===== config.mk =====
export PLATFORM = sky130hd
export DESIGN_NAME = decode_buffer
export DESIGN_NICKNAME = d
export VERILOG_FILES = /design/src/rtl/decbuf_pkg.sv /design/src/rtl/decbuf_decode.sv /design/src/rtl/decode_buffer.sv
export SDC_FILE = /design/constraint.sdc
export NUM_CORES = 1
export LEC_CHECK = 0
export ABC_AREA = 0
export ABC_CLOCK_PERIOD_IN_PS = 3130
export BUFFER_PORTS_ARGS = -buffer_cell sky130_fd_sc_hd__buf_4
export CORE_MARGIN = 5
export CORE_UTILIZATION = 52
export DETAILED_ROUTE_END_ITERATION = 10
export PLACE_DENSITY = 0.81
export SLEW_MARGIN = 20
export SYNTH_ARGS = -nofsm -noshare
export SYNTH_HDL_FRONTEND = slang
export SYNTH_SLANG_ARGS = --single-unit

===== constraint.sdc =====
create_clock -name clk -period 3.13 [get_ports clk]
set_input_delay 0.626 -clock clk [delete_from_list [all_inputs] [get_ports clk]]
set_output_delay 0.626 -clock clk [all_outputs]
set_load 0.02 [all_outputs]

===== src/rtl/decbuf_pkg.sv =====
// Shared decode constants: instruction IDs, opcode/func/rs/rt match
// values and class-flag bit positions for the decode buffer.
package decbuf_pkg;

  localparam int ID_W_DEF = 6;

  typedef logic [5:0] id_t;
  typedef logic [5:0] cls_t;

  localparam id_t ID_ERR     = 6'd0;
  localparam id_t ID_ADDU    = 6'd1;
  localparam id_t ID_SUBU    = 6'd2;
  localparam id_t ID_ADD     = 6'd3;
  localparam id_t ID_SUB     = 6'd4;
  localparam id_t ID_AND     = 6'd5;
  localparam id_t ID_OR      = 6'd6;
  localparam id_t ID_XOR     = 6'd7;
  localparam id_t ID_NOR     = 6'd8;
  localparam id_t ID_SLL     = 6'd9;
  localparam id_t ID_SRL     = 6'd10;
  localparam id_t ID_SRA     = 6'd11;
  localparam id_t ID_SLLV    = 6'd12;
  localparam id_t ID_SRLV    = 6'd13;
  localparam id_t ID_SRAV    = 6'd14;
  localparam id_t ID_SLT     = 6'd15;
  localparam id_t ID_SLTU    = 6'd16;
  localparam id_t ID_JR      = 6'd17;
  localparam id_t ID_JALR    = 6'd18;
  localparam id_t ID_MULT    = 6'd19;
  localparam id_t ID_MULTU   = 6'd20;
  localparam id_t ID_DIV     = 6'd21;
  localparam id_t ID_DIVU    = 6'd22;
  localparam id_t ID_MFHI    = 6'd23;
  localparam id_t ID_MFLO    = 6'd24;
  localparam id_t ID_MTHI    = 6'd25;
  localparam id_t ID_MTLO    = 6'd26;
  localparam id_t ID_SYSCALL = 6'd27;
  localparam id_t ID_BLTZ    = 6'd28;
  localparam id_t ID_BGEZ    = 6'd29;
  localparam id_t ID_MFC0    = 6'd30;
  localparam id_t ID_MTC0    = 6'd31;
  localparam id_t ID_ERET    = 6'd32;
  localparam id_t ID_LB      = 6'd33;
  localparam id_t ID_LBU     = 6'd34;
  localparam id_t ID_LH      = 6'd35;
  localparam id_t ID_LHU     = 6'd36;
  localparam id_t ID_LW      = 6'd37;
  localparam id_t ID_SB      = 6'd38;
  localparam id_t ID_SH      = 6'd39;
  localparam id_t ID_SW      = 6'd40;
  localparam id_t ID_BEQ     = 6'd41;
  localparam id_t ID_BNE     = 6'd42;
  localparam id_t ID_BLEZ    = 6'd43;
  localparam id_t ID_BGTZ    = 6'd44;
  localparam id_t ID_ADDI    = 6'd45;
  localparam id_t ID_ADDIU   = 6'd46;
  localparam id_t ID_ANDI    = 6'd47;
  localparam id_t ID_ORI     = 6'd48;
  localparam id_t ID_XORI    = 6'd49;
  localparam id_t ID_LUI     = 6'd50;
  localparam id_t ID_SLTI    = 6'd51;
  localparam id_t ID_SLTIU   = 6'd52;
  localparam id_t ID_J       = 6'd53;
  localparam id_t ID_JAL     = 6'd54;

  localparam logic [5:0] OP_SPECIAL = 6'h00;
  localparam logic [5:0] OP_REGIMM  = 6'h01;
  localparam logic [5:0] OP_J       = 6'h02;
  localparam logic [5:0] OP_JAL     = 6'h03;
  localparam logic [5:0] OP_BEQ     = 6'h04;
  localparam logic [5:0] OP_BNE     = 6'h05;
  localparam logic [5:0] OP_BLEZ    = 6'h06;
  localparam logic [5:0] OP_BGTZ    = 6'h07;
  localparam logic [5:0] OP_ADDI    = 6'h08;
  localparam logic [5:0] OP_ADDIU   = 6'h09;
  localparam logic [5:0] OP_SLTI    = 6'h0a;
  localparam logic [5:0] OP_SLTIU   = 6'h0b;
  localparam logic [5:0] OP_ANDI    = 6'h0c;
  localparam logic [5:0] OP_ORI     = 6'h0d;
  localparam logic [5:0] OP_XORI    = 6'h0e;
  localparam logic [5:0] OP_LUI     = 6'h0f;
  localparam logic [5:0] OP_COP0    = 6'h10;
  localparam logic [5:0] OP_LB      = 6'h20;
  localparam logic [5:0] OP_LH      = 6'h21;
  localparam logic [5:0] OP_LW      = 6'h23;
  localparam logic [5:0] OP_LBU     = 6'h24;
  localparam logic [5:0] OP_LHU     = 6'h25;
  localparam logic [5:0] OP_SB      = 6'h28;
  localparam logic [5:0] OP_SH      = 6'h29;
  localparam logic [5:0] OP_SW      = 6'h2b;

  localparam logic [5:0] F_SLL     = 6'h00;
  localparam logic [5:0] F_SRL     = 6'h02;
  localparam logic [5:0] F_SRA     = 6'h03;
  localparam logic [5:0] F_SLLV    = 6'h04;
  localparam logic [5:0] F_SRLV    = 6'h06;
  localparam logic [5:0] F_SRAV    = 6'h07;
  localparam logic [5:0] F_JR      = 6'h08;
  localparam logic [5:0] F_JALR    = 6'h09;
  localparam logic [5:0] F_SYSCALL = 6'h0c;
  localparam logic [5:0] F_MFHI    = 6'h10;
  localparam logic [5:0] F_MTHI    = 6'h11;
  localparam logic [5:0] F_MFLO    = 6'h12;
  localparam logic [5:0] F_MTLO    = 6'h13;
  localparam logic [5:0] F_MULT    = 6'h18;
  localparam logic [5:0] F_MULTU   = 6'h19;
  localparam logic [5:0] F_DIV     = 6'h1a;
  localparam logic [5:0] F_DIVU    = 6'h1b;
  localparam logic [5:0] F_ADD     = 6'h20;
  localparam logic [5:0] F_ADDU    = 6'h21;
  localparam logic [5:0] F_SUB     = 6'h22;
  localparam logic [5:0] F_SUBU    = 6'h23;
  localparam logic [5:0] F_AND     = 6'h24;
  localparam logic [5:0] F_OR      = 6'h25;
  localparam logic [5:0] F_XOR     = 6'h26;
  localparam logic [5:0] F_NOR     = 6'h27;
  localparam logic [5:0] F_SLT     = 6'h2a;
  localparam logic [5:0] F_SLTU    = 6'h2b;
  localparam logic [5:0] F_ERET    = 6'h18;

  localparam logic [4:0] RT_BLTZ = 5'd0;
  localparam logic [4:0] RT_BGEZ = 5'd1;
  localparam logic [4:0] RS_MFC0 = 5'd0;
  localparam logic [4:0] RS_MTC0 = 5'd4;

  localparam int CLS_LOAD   = 5;
  localparam int CLS_STORE  = 4;
  localparam int CLS_BRANCH = 3;
  localparam int CLS_JUMP   = 2;
  localparam int CLS_MD     = 1;
  localparam int CLS_CP0    = 0;

endpackage


===== src/rtl/decbuf_decode.sv =====
// Combinational instruction decoder: raw word to instruction ID and
// class flags. Shared with the E-stage delay-slot check.
module decbuf_decode
  import decbuf_pkg::*;
(
  input  logic [31:0] instr_i,
  output id_t         id_o,
  output cls_t        cls_o
);

  logic [5:0] op;
  logic [5:0] func;
  logic [4:0] rs;
  logic [4:0] rt;
  logic       unused_bits;

  assign op   = instr_i[31:26];
  assign rs   = instr_i[25:21];
  assign rt   = instr_i[20:16];
  assign func = instr_i[5:0];
  assign unused_bits = ^instr_i[15:6];

  always_comb begin
    id_o = ID_ERR;
    case (op)
      OP_SPECIAL: begin
        case (func)
          F_SLL:     id_o = ID_SLL;
          F_SRL:     id_o = ID_SRL;
          F_SRA:     id_o = ID_SRA;
          F_SLLV:    id_o = ID_SLLV;
          F_SRLV:    id_o = ID_SRLV;
          F_SRAV:    id_o = ID_SRAV;
          F_JR:      id_o = ID_JR;
          F_JALR:    id_o = ID_JALR;
          F_SYSCALL: id_o = ID_SYSCALL;
          F_MFHI:    id_o = ID_MFHI;
          F_MTHI:    id_o = ID_MTHI;
          F_MFLO:    id_o = ID_MFLO;
          F_MTLO:    id_o = ID_MTLO;
          F_MULT:    id_o = ID_MULT;
          F_MULTU:   id_o = ID_MULTU;
          F_DIV:     id_o = ID_DIV;
          F_DIVU:    id_o = ID_DIVU;
          F_ADD:     id_o = ID_ADD;
          F_ADDU:    id_o = ID_ADDU;
          F_SUB:     id_o = ID_SUB;
          F_SUBU:    id_o = ID_SUBU;
          F_AND:     id_o = ID_AND;
          F_OR:      id_o = ID_OR;
          F_XOR:     id_o = ID_XOR;
          F_NOR:     id_o = ID_NOR;
          F_SLT:     id_o = ID_SLT;
          F_SLTU:    id_o = ID_SLTU;
          default:   id_o = ID_ERR;
        endcase
      end
      OP_REGIMM: begin
        if (rt == RT_BLTZ)      id_o = ID_BLTZ;
        else if (rt == RT_BGEZ) id_o = ID_BGEZ;
      end
      OP_COP0: begin
        if (rs == RS_MFC0)      id_o = ID_MFC0;
        else if (rs == RS_MTC0) id_o = ID_MTC0;
        else if (func == F_ERET) id_o = ID_ERET;
      end
      OP_J:     id_o = ID_J;
      OP_JAL:   id_o = ID_JAL;
      OP_BEQ:   id_o = ID_BEQ;
      OP_BNE:   id_o = ID_BNE;
      OP_BLEZ:  id_o = ID_BLEZ;
      OP_BGTZ:  id_o = ID_BGTZ;
      OP_ADDI:  id_o = ID_ADDI;
      OP_ADDIU: id_o = ID_ADDIU;
      OP_SLTI:  id_o = ID_SLTI;
      OP_SLTIU: id_o = ID_SLTIU;
      OP_ANDI:  id_o = ID_ANDI;
      OP_ORI:   id_o = ID_ORI;
      OP_XORI:  id_o = ID_XORI;
      OP_LUI:   id_o = ID_LUI;
      OP_LB:    id_o = ID_LB;
      OP_LH:    id_o = ID_LH;
      OP_LW:    id_o = ID_LW;
      OP_LBU:   id_o = ID_LBU;
      OP_LHU:   id_o = ID_LHU;
      OP_SB:    id_o = ID_SB;
      OP_SH:    id_o = ID_SH;
      OP_SW:    id_o = ID_SW;
      default:  id_o = ID_ERR;
    endcase
  end

  always_comb begin
    cls_o = '0;
    unique case (1'b1)
      id_o inside {ID_LB, ID_LBU, ID_LH, ID_LHU, ID_LW}:
        cls_o[CLS_LOAD] = 1'b1;
      id_o inside {ID_SB, ID_SH, ID_SW}:
        cls_o[CLS_STORE] = 1'b1;
      id_o inside {ID_BEQ, ID_BNE, ID_BLEZ, ID_BGTZ,
                   ID_BLTZ, ID_BGEZ}:
        cls_o[CLS_BRANCH] = 1'b1;
      id_o inside {ID_J, ID_JAL, ID_JR, ID_JALR}:
        cls_o[CLS_JUMP] = 1'b1;
      id_o inside {ID_MULT, ID_MULTU, ID_DIV, ID_DIVU,
                   ID_MFHI, ID_MFLO, ID_MTHI, ID_MTLO}:
        cls_o[CLS_MD] = 1'b1;
      id_o inside {ID_MFC0, ID_MTC0, ID_ERET, ID_SYSCALL}:
        cls_o[CLS_CP0] = 1'b1;
      default: cls_o = '0;
    endcase
  end

endmodule


===== src/rtl/decode_buffer.sv =====
// Fetch-side FIFO plus registered decode output stage.
// Define DECBUF_RI_EN to flag unknown encodings on out_ri.
module decode_buffer
  import decbuf_pkg::*;
#(
  parameter int DEPTH = 4,
  parameter int ID_W  = ID_W_DEF,
  parameter int PC_W  = 32
) (
  input  logic                     clk,
  input  logic                     reset,
  input  logic                     flush,
  input  logic                     in_valid,
  output logic                     in_ready,
  input  logic [31:0]              in_instr,
  input  logic [PC_W-1:0]          in_pc,
  output logic                     out_valid,
  input  logic                     out_ready,
  output logic [PC_W-1:0]          out_pc,
  output logic [ID_W-1:0]          out_id,
  output logic [4:0]               out_rs,
  output logic [4:0]               out_rt,
  output logic [4:0]               out_rd,
  output logic [4:0]               out_sa,
  output logic [15:0]              out_imm,
  output logic [25:0]              out_idx,
  output logic [5:0]               out_cls,
  output logic                     out_ri,
  output logic [$clog2(DEPTH):0]   count
);

  localparam int AW = $clog2(DEPTH);
  localparam int CW = AW + 1;

  logic [31:0]     instr_mem_q [DEPTH];
  logic [PC_W-1:0] pc_mem_q    [DEPTH];

  logic [AW-1:0]   head_q, head_d;
  logic [AW-1:0]   tail_q, tail_d;
  logic [CW-1:0]   count_q, count_d;

  logic            out_valid_q, out_valid_d;
  logic [31:0]     out_instr_q, out_instr_d;
  logic [PC_W-1:0] out_pc_q, out_pc_d;
  id_t             out_id_q, out_id_d;
  cls_t            out_cls_q, out_cls_d;

  logic            push, pop;
  id_t             head_id;
  cls_t            head_cls;

  // in_ready depends only on registered count, never on out_ready
  assign in_ready = (count_q < CW'(DEPTH));
  assign push     = in_valid && in_ready;
  assign pop      = (count_q != '0) && (!out_valid_q || out_ready);

  decbuf_decode u_dec (
    .instr_i (instr_mem_q[head_q]),
    .id_o    (head_id),
    .cls_o   (head_cls)
  );

  always_comb begin
    head_d      = head_q;
    tail_d      = tail_q;
    count_d     = count_q;
    out_valid_d = out_valid_q;
    out_instr_d = out_instr_q;
    out_pc_d    = out_pc_q;
    out_id_d    = out_id_q;
    out_cls_d   = out_cls_q;
    if (push) tail_d = tail_q + 1'b1;
    if (pop)  head_d = head_q + 1'b1;
    unique case ({push, pop})
      2'b10:   count_d = count_q + 1'b1;
      2'b01:   count_d = count_q - 1'b1;
      default: count_d = count_q;
    endcase
    if (pop) begin
      out_valid_d = 1'b1;
      out_instr_d = instr_mem_q[head_q];
      out_pc_d    = pc_mem_q[head_q];
      out_id_d    = head_id;
      out_cls_d   = head_cls;
    end else if (out_ready) begin
      out_valid_d = 1'b0;
    end
    if (flush) begin
      head_d      = '0;
      tail_d      = '0;
      count_d     = '0;
      out_valid_d = 1'b0;
    end
  end

  always_ff @(posedge clk or posedge reset) begin
    if (reset) begin
      head_q      <= '0;
      tail_q      <= '0;
      count_q     <= '0;
      out_valid_q <= 1'b0;
      out_instr_q <= '0;
      out_pc_q    <= '0;
      out_id_q    <= ID_ERR;
      out_cls_q   <= '0;
    end else begin
      head_q      <= head_d;
      tail_q      <= tail_d;
      count_q     <= count_d;
      out_valid_q <= out_valid_d;
      out_instr_q <= out_instr_d;
      out_pc_q    <= out_pc_d;
      out_id_q    <= out_id_d;
      out_cls_q   <= out_cls_d;
    end
  end

  always_ff @(posedge clk) begin
    if (push && !flush) begin
      instr_mem_q[tail_q] <= in_instr;
      pc_mem_q[tail_q]    <= in_pc;
    end
  end

  assign out_valid = out_valid_q;
  assign out_pc    = out_pc_q;
  assign out_id    = ID_W'(out_id_q);
  assign out_rs    = out_instr_q[25:21];
  assign out_rt    = out_instr_q[20:16];
  assign out_rd    = out_instr_q[15:11];
  assign out_sa    = out_instr_q[10:6];
  assign out_imm   = out_instr_q[15:0];
  assign out_idx   = out_instr_q[25:0];
  assign count     = count_q;

`ifdef DECBUF_RI_EN
  assign out_ri  = (out_id_q == ID_ERR) && out_valid_q;
  assign out_cls = out_ri ? '0 : out_cls_q;
`else
  assign out_ri  = 1'b0;
  assign out_cls = out_cls_q;
`endif

endmodule


==> metrics.md <==
| Metric | Value |
|---|---|
| Clk slew on worst S/H paths | `60 ps` |
| Clock share of power | `25.6%` |
| Type of the most critical hold path | `in2async` |
| Total Power | `0.01550 W` |
| Nets | `1106` |
| Status | `finished, final reports clean` |
| Synth area leader | `edfxtp_1` |
| Switch Pwr | `0.005300 W` |
| Routed len/inst | `20.31 um` |
| Final setup fails | `0` |
| Worst ir drop on vdd | `818.2 uV` |
| Routed Antenna Nets | `0` |
| Cell Int Power | `0.01020 W` |
| GPL Wtd Cong | `0.8715` |
| Final Util | `63.48%` |
| Reg-to-reg endpoint | `out_cls[0]$_DFFE_PP0P_` |
| CTS sink count | `334` |
| Number of synthesized flops with an enable pin | `256` |
| Max-Cap Viols | `0` |
| FMAX | `329.4 MHz` |
| Max-slew violations | `0` |
| Routed WL | `28150 um` |
| Syn_nets | `922` |
| Buffers on Ports | `179` |
| Layout cell share with drive strength beyond 1 | `34.48%` |
| Average size of a mapped cell | `16.04 um2` |
| Most common cell after layout, fill and taps aside | `edfxtp_1` |
| Worst Setup Start Kind | `register` |
| Initial antenna violation count | `0` |
| H-tree depth | `2` |
| HPWL after detailed placement | `17950 um` |
| Top FF cell, synth | `edfxtp_1` |
| Vias in the first global route | `7817` |
| Final period util | `97.00%` |
| Worst-skew pair later-pin latency | `500 ps` |
| Max Root-Sink Buffers | `3` |
| Net Sw Frac | `34.19%` |
| Inst Count DP | `1313` |
| Setup tns final | `0 ps` |
| Number of synthesized register bits | `334` |
| Via-to-Cell Ratio | `5.494` |
| Pin count of the biggest net entering global routing | `79` |
| Cell variety after synth | `64` |
| Sequential Power Share | `38.1%` |
| Via count | `7615` |
| Worst-margin pin slew | `748.9 ps` |
| Post-synth ARST share | `23.35%` |
| Drt pass-1 iters | `6` |
| DRC | `0` |
| Ranking of synthesized cells by area | `edfxtp_1 57%, dfrtp_1 14%, mux4_2 10%` |
| Comb pwr share | `36.3%` |
| Initial Utilization | `52.27%` |
| P&R area growth vs syn | `21.45%` |
| Rows | `59` |
| Clock root cell | `clkbuf_16` |
| Cell area after synthesis | `13500 um2` |
| Die area | `29290 um2` |
| Total core area | `25840 um2` |
| R2r setup slk | `90 ps` |
| GRT Total Usage | `19.26%` |
| First-pass GRT wire length | `43650 um` |
| Critical Path Most Common Cell | `buf_4` |
| CTS tree | `built` |
| Iter 0 DRT Violations | `518` |
| Crit Path Category | `reg2reg` |
| Die H | `171.2 um` |
| Syn. warnings | `0` |
| Crit path buffers/inverters | `4` |
| Crit path max fanout | `6` |
| Worst Skew | `19.65 ps` |
| Worst Setup EP | `out_cls[0]$_DFFE_PP0P_` |
| Num CTS Buffers | `35` |
| Setup crit end kind | `register` |
| Syn Inst Count | `842` |
| Critical Path RT | `3540 ps` |
| CP delay by family, top | `simple AND/OR/NAND/NOR gates` |
| Worst-path cell chain | `buf_6, mux4_2, inv_4, ha_1, or4b_2, a31oi_4, a2111oi_4, buf_4, buf_4, a21o_1, o221ai_1` |
| Reg2Reg Depth | `11` |
| Total gr overflow | `0` |
| WP data arrival | `3440 ps` |
| # fillers | `1837` |
| Register area share after synthesis | `71.38%` |
| Max-slew headroom | `50.07%` |
| Period minus WS final | `3036 ps` |
| Final hold vios | `0` |
| Die W | `171.2 um` |
| Static leakage | `6.322 nW` |
| Post-Layout Cell Count | `1386` |
| Most frequent cells in the layout | `256 x edfxtp_1, 215 x buf_4, 196 x nand2_1` |
| Synth top area share | `56.93%` |
| Pwr Density | `945.3 nW/um2` |
| CP max stage delay | `710 ps` |
| I/O pin cnt | `181` |
| WP depth | `11` |
| Crit-path slowest cell | `or4b_2` |
| Worst setup path startpoint | `head_q[0]$_DFFE_PP0P_` |
| Hold Slack | `215.4 ps` |
| Reg2reg start | `head_q[0]$_DFFE_PP0P_` |
## flip-flops by register name, summed over array words and instances (netlist names)
signal and count:
count 3, head_q 2, instr_mem_q 128, out_cls 6
out_id 6, out_instr_q 26, out_pc 32, out_valid 1
pc_mem_q 128, tail_q 2
## through the flow
step                      cell area (um2)  setup slack (ps)
after floorplan                     13510             115.4
after global placement              15180             89.31
after detailed placement            15180             50.24
after CTS                           16270             12.42
after global routing                16400            -2.087
final                               16400             93.77
## cells by family after synthesis
kind of cell	share of synthesized area [%]
xor gates and xnor gates	0.7783
muxes	10.97
buffers and inverters	3.780
other	0.02777
and+or+nand+nor	8.997
adders and majority gates	1.158
DFF	71.38
AOI/OAI and AO/OA	2.909
## worst register-to-register path, delay by kind of cell (launching register included)
family,cells,cell delay (ps)
flops,1,540
fa+ha+maj,1,190
simple gates,1,710
compound gates,4,580
buf+inv,4,540
mux,1,390
## Yosys cell counts, types with 3 or more instances
cell type,n
nand4_1,4
buf_6,3
mux4_2,62
and2_1,6
nand4b_1,4
buf_2,9
o21ai_0,14
nor2_1,22
xnor2_1,5
ha_1,10
buf_1,4
nand2b_1,5
nand3_1,5
a21oi_1,8
a21o_1,3
nand2_1,196
buf_4,37
edfxtp_1,256
nor2b_1,9
inv_1,13
dfrtp_1,78
nor3b_1,3
xor2_1,7
clkbuf_1,24
o221ai_1,3
## worst min path at each step
stage / start / endpoint / slack, ps / cells after the start
floorplan: tail_q[0]$_DFFE_PP0P_ / tail_q[0]$_DFFE_PP0P_ / 560 / 2
global placement: out_pc[29]$_DFFE_PP0P_ / out_pc[29]$_DFFE_PP0P_ / 460 / 2
detailed placement: out_pc[8]$_DFFE_PP0P_ / out_pc[8]$_DFFE_PP0P_ / 460 / 2
CTS: reset / out_instr_q[12]$_DFFE_PP0P_ / 230 / 3
global route: reset / out_instr_q[12]$_DFFE_PP0P_ / 260 / 3
finish: reset / out_instr_q[12]$_DFFE_PP0P_ / 220 / 3
## layout make-up
cell class,count,area (um2),area share [%]
timing repair buffer,224,1780,10.86
antenna,1,2.502,0.01526
clock inverter,14,146.4,0.8926
clock buffer,47,950.9,5.798
sequential,334,9647,58.82
inverter,13,52.55,0.3204
tap,335,419.2,2.556
multi-input combinational,418,3402,20.74
## layer usage
metal | vias to the layer above | part of all wire (%) | GRT usage (%)
li1 | 3446 | - | -
met1 | 3859 | 40 | 25.92
met2 | 259 | 51 | 32.18
met3 | 51 | 6.9 | 4.251
met4 | 0 | 2.4 | 5.339
met5 | - | 0 | 0
## power by group through the flow
stage / combinational [W] / clock [W] / sequential (W)
floorplan: 0.00329 / 0 / 0.00639
global placement: 0.00542 / 0 / 0.00596
detailed placement: 0.00553 / 0 / 0.00600
CTS: 0.00555 / 0.00406 / 0.00592
global route: 0.00612 / 0.00427 / 0.00598
finish: 0.00563 / 0.00397 / 0.00590
## timing repair
item,4_1_cts,5_1_grt
hold buffers,0,0
endpoints found under the setup margin,0,6
gates resized for setup,0,11
buffers inserted,0,11
(Power assumes the default switching activity.)
